`src/rtl/jump_encoder_pkg.sv`:
```
`default_nettype none
// +------------------------------------------------------------------+
// | jump_encoder_pkg                                                 |
// | Shared MIPS constants: J/JAL opcodes, FSM states, result record. |
// | Revision: 1.0                                                    |
// +------------------------------------------------------------------+
package jump_encoder_pkg;

    localparam logic [5:0] OP_J   = 6'b000010;
    localparam logic [5:0] OP_JAL = 6'b000011;

    localparam logic [0:0] ST_EMPTY = 1'b0;
    localparam logic [0:0] ST_FULL  = 1'b1;

    localparam logic [7:0] ERR_COUNT_MAX = 8'hFF;

    typedef struct packed {
        logic [31:0] instr;
        logic        err_align;
        logic        err_region;
    } jump_result_t;

endpackage
`default_nettype wire

```
`src/rtl/jump_field_pack.sv`:
```
`default_nettype none
// +------------------------------------------------------------------+
// | jump_field_pack                                                  |
// | Pure J-format packing: opcode select, index extraction, checks.  |
// | Revision: 1.0                                                    |
// +------------------------------------------------------------------+
module jump_field_pack
    import jump_encoder_pkg::*;
(
    input  logic [31:0]  target_addr,
    input  logic [3:0]   pc_region,
    input  logic         link,
    output jump_result_t result
);

    // The index drops the byte offset and the region nibble; both are
    // reported through the flags rather than blocking the encode.
    always_comb begin
        result.instr      = {(link ? OP_JAL : OP_J), target_addr[27:2]};
        result.err_align  = |target_addr[1:0];
        result.err_region = (target_addr[31:28] != pc_region);
    end

endmodule
`default_nettype wire

```
`src/rtl/jump_encoder.sv`:
```
`default_nettype none
// +------------------------------------------------------------------+
// | jump_encoder                                                     |
// | One-entry output buffer for encoded J/JAL words, error counter.  |
// | Revision: 1.0                                                    |
// +------------------------------------------------------------------+
module jump_encoder
    import jump_encoder_pkg::*;
(
    input  logic        clk,
    input  logic        reset,
    input  logic        in_valid,
    output logic        in_ready,
    input  logic [31:0] target_addr,
    input  logic [31:0] pc_plus4,
    input  logic        link,
    output logic        out_valid,
    input  logic        out_ready,
    output logic [31:0] instr,
    output logic        err_align,
    output logic        err_region,
    output logic [7:0]  err_count
);

    logic [0:0]   state_q, state_d;
    jump_result_t result_q, result_d;
    logic [7:0]   err_count_q, err_count_d;
    jump_result_t packed_result;
    logic         accept;
    logic         unused_pc_bits;

    // Only the region nibble of the next-PC matters.
    assign unused_pc_bits = ^pc_plus4[27:0];

    jump_field_pack u_field_pack (
        .target_addr (target_addr),
        .pc_region   (pc_plus4[31:28]),
        .link        (link),
        .result      (packed_result)
    );

    assign out_valid  = (state_q == ST_FULL);
    assign in_ready   = !out_valid || out_ready;
    assign accept     = in_valid && in_ready;

    assign instr      = result_q.instr;
    assign err_align  = result_q.err_align;
    assign err_region = result_q.err_region;
    assign err_count  = err_count_q;

    always_comb begin
        state_d     = state_q;
        result_d    = result_q;
        err_count_d = err_count_q;
        if (accept) begin
            state_d  = ST_FULL;
            result_d = packed_result;
            if ((packed_result.err_align || packed_result.err_region) &&
                (err_count_q != ERR_COUNT_MAX)) begin
                err_count_d = err_count_q + 8'd1;
            end
        end else if (out_ready) begin
            state_d = ST_EMPTY;
        end
    end

    always_ff @(posedge clk or posedge reset) begin
        if (reset) begin
            state_q     <= ST_EMPTY;
            result_q    <= '0;
            err_count_q <= '0;
        end else begin
            state_q     <= state_d;
            result_q    <= result_d;
            err_count_q <= err_count_d;
        end
    end

endmodule
`default_nettype wire

```
`config.mk`:
```
export PLATFORM = sky130hd
export DESIGN_NAME = jump_encoder
export DESIGN_NICKNAME = d
export VERILOG_FILES = /design/src/rtl/jump_encoder_pkg.sv /design/src/rtl/jump_field_pack.sv /design/src/rtl/jump_encoder.sv
export SDC_FILE = /design/constraint.sdc
export NUM_CORES = 1
export LEC_CHECK = 0
export ABC_AREA = 1
export BUFFER_PORTS_ARGS = -buffer_cell sky130_fd_sc_hd__buf_2
export CELL_PAD_IN_SITES_DETAIL_PLACEMENT = 1
export CELL_PAD_IN_SITES_GLOBAL_PLACEMENT = 1
export CORE_MARGIN = 4
export CORE_UTILIZATION = 31
export CTS_CLUSTER_DIAMETER = 150
export DETAILED_ROUTE_END_ITERATION = 8
export HOLD_SLACK_MARGIN = 0.15
export PLACE_DENSITY = 0.8
export SLEW_MARGIN = 20
export SYNTH_ARGS = -nofsm -noshare
export SYNTH_HDL_FRONTEND = slang
export SYNTH_HIERARCHICAL = 1
export SYNTH_SLANG_ARGS = --single-unit
```
`constraint.sdc`:
```
create_clock -name clk -period 1.4 [get_ports clk]
set_clock_uncertainty 0.1 [all_clocks]
set_input_delay 0.07 -clock clk [delete_from_list [all_inputs] [get_ports clk]]
set_output_delay 0.07 -clock clk [all_outputs]
set_load 0.03 [all_outputs]
```
==> impl_metrics.ini <==
[placement]
place_ws_ns = -0.02690
place_inst = 434
io_buffer_count = 84
dpl_cell_area_sq_mm = 0.002520
dp_hpwl_mm = 4.034
routabilityCongestion = 0.7455

[global_routing]
grt.overflow.total = 0
pin_count_of_the_biggest_net_entering_global_routing = 38
wire_length_of_the_first_global_routing_pass_mm = 9.749
antenna_found_initial = 0
total_routing_usage_reported_by_global_routing = 0.1403
first_global_vias = 2103

[detailed_routing]
routedLengthMet1_mm = 2.413
dr.max_layer_used = met4
detailroute.wirelength.met3_um = 265
detail_route.iter0.violations = 20
ant_nets = 0
detail_route.wl_per_cell_um = 12.09
met2_wirelength_mm = 2.968
dr_total_vias = 1988
drt_drc_violations_left = 0
totalWireLength_mm = 5.729
vias_per_cell = 4.194
detailedRoute.firstPassIterationCount = 4

[setup_path]
cpPeakStageDelay_ns = 0.57
timing.critical_path.from_type = primary input
critPathArrivalTime_ns = 1.47
crit_fanout = 8
timing.critical_path.mode_cell = sky130_fd_sc_hd__nand2_1
type_of_the_worst_setup_path = in -> reg
slowest_stage = sky130_fd_sc_hd__dlygate4sd3_1
path_cells = buf_2 -> or2_2 -> dlygate4sd3_1 -> inv_1 -> nand2_1 -> nand3_4 -> nand2_1 -> nand2_1
critPathRequiredTime_ns = 1.53
worstSetupEndpointType = flop

[timing]
post-route-period-util = 0.9570
grt_setup_unrepaired = no
setup_ws_ns = 0.06016
setup_tns_ns = 0
setup_viol = 0
hold_viol = 1
final.hold.worst_slack_ns = -0.03873
maxSlewViolCount = 0
clock.fmax_mhz = 746.4
finalWorstPathRequiredPeriod_ns = 1.340

[synthesis]
synthesis.instances = 281
yosys_warnings = 6
ys_ff_latch = 43
yosys.area.top_type = sky130_fd_sc_hd__dfrtp_1
synthDominantCellAreaShare = 0.4940
post_synth_main_area_contributors = sky130_fd_sc_hd__dfrtp_1 (49%), sky130_fd_sc_hd__nand2_1 (26%), sky130_fd_sc_hd__buf_4 (11%)
post_synth_instance_area_sq_mm = 0.002178
synth.avg_cell_area_sq_um = 7.752
yosys.cell_types.count = 20
yosysSeqAreaShare = 0.4940

[clocking]
cts-buffers-inserted = 5
cts.path.max_buffers = 2
cts_tree = done
clock_tree.htree_level_count = 2
clk-insertion-delay-late_ns = 0.28
clk_root_buffer_cell = sky130_fd_sc_hd__clkbuf_8
cts.clk_slew.worst_paths_ns = 0.08
clock_sinks = 43
post_cts_hold_buffer_count = 31

[final_layout]
stdcell_area_sq_mm = 0.002952
mostFrequentLayoutCell = sky130_fd_sc_hd__nand2_1
ant_cells = 0
layout.cells.most_common_list = sky130_fd_sc_hd__nand2_1 (149), sky130_fd_sc_hd__buf_2 (84), sky130_fd_sc_hd__dfrtp_1 (38)
nFillCells = 863
drive_above_1_share = 0.3122
postLayoutCoreUtil = 0.4344
finish.net_count = 447
layoutNonFillerInstCount = 474
layout_area_growth_over_synthesis_pct = 35.50

[pwr]
power_density_mw_per_mm2 = 1218
vdd_ir_drop_max_mv = 0.5383
power_mw = 3.596
reported_leakage_power_nw = 1.706

[worst_hold_path]
hp-class = in -> reg

[floorplan]
die_width_um = 91.83
die-height_um = 91.83
rows = 30
floorplan.initialDensity = 0.3206
floorplan.core_area_sq_mm = 0.006794
die_area_sq_mm = 0.008432
io_pins = 113

[run]
max-cap-violations = 0

[outcome]
failed_checks = hold timing
result_of_the_run = complete, but fails checks
sequential cells by signal, indices dropped and copies added, names as in the netlist:
register and cells:
instr 32, err_count 8, err_align 1, err_region 1, out_valid 1
Yosys cell counts, drive strengths merged:
cell type and instances:
conb 2, clkbuf 1, o21ai 4, o211ai 1, dfrtp 43, inv 21
nor2 9, buf 38, xor2 2, ha 1, nand2 152, xnor2 1
or2 1, nand3 5
worst max-delay path: cells and delay by family:
kind          cells  cell delay (ns)
buf+inv           3             0.73
simple gates      5             0.67
area by class of cell:
cell class              instances  area (sq um)  area share
clock inverters                 1         5.005    0.001696
flip-flops and latches         43          1082      0.3667
well taps                      96         120.1     0.04070
inverters                      21         81.33     0.02755
repair buffers                125         823.3      0.2789
clock buffers                   7         76.32     0.02586
multi-input cells             181         763.2      0.2586
routing by layer:
metal,track usage,up-vias
met4,0.03465,0
met3,0.03363,9
met2,0.2611,55
met5,0,-
met1,0.1602,938
li1,-,986
worst paths after layout:
check / slack, ns / startpoint / endpoint / cells after the start
min reg2reg: 0.38 / instr[30]$_DFFE_PP0P_ / instr[30]$_DFFE_PP0P_ / 2
max in group asynchronous: 0.44 / reset / instr[25]$_DFFE_PP0P_ / 4
max: 0.06 / target_addr[1] / err_count[2]$_DFFE_PP0P_ / 8
min: -0.04 / out_ready / out_valid$_DFFE_PP0P_ / 4
min in group asynchronous: 0.26 / reset / instr[10]$_DFFE_PP0P_ / 3
max reg2reg: 0.06 / err_count[0]$_DFFE_PP0P_ / err_count[7]$_DFFE_PP0P_ / 7
where the power goes:
group	internal, mW	switching (mW)	leakage [nW]
logic	0.438	0.805	1.14
registers	1.44	0.146	0.527
clock network	0.351	0.415	0.0422
cell families after synthesis:
family                   Yosys count  share of synthesized area
AO/OA/AOI/OAI                      5                    0.01264
XOR/XNOR                           3                    0.01206
adder cells (fa/ha/maj)            1                   0.005743
buffers and inverters             60                     0.1735
flip-flops                        43                     0.4940
other                              2                   0.003448
AND/OR/NAND/NOR                  167                     0.2987
what timing repair did:
action | CTS | global route
setup buffers | 0 | 2
pin swaps | 0 | 1
endpoints found under the hold margin | 72 | 1
gates resized for setup | 3 | 9
setup endpoints to repair | 8 | 25
Note: power is estimated with default switching activity, not from simulation.
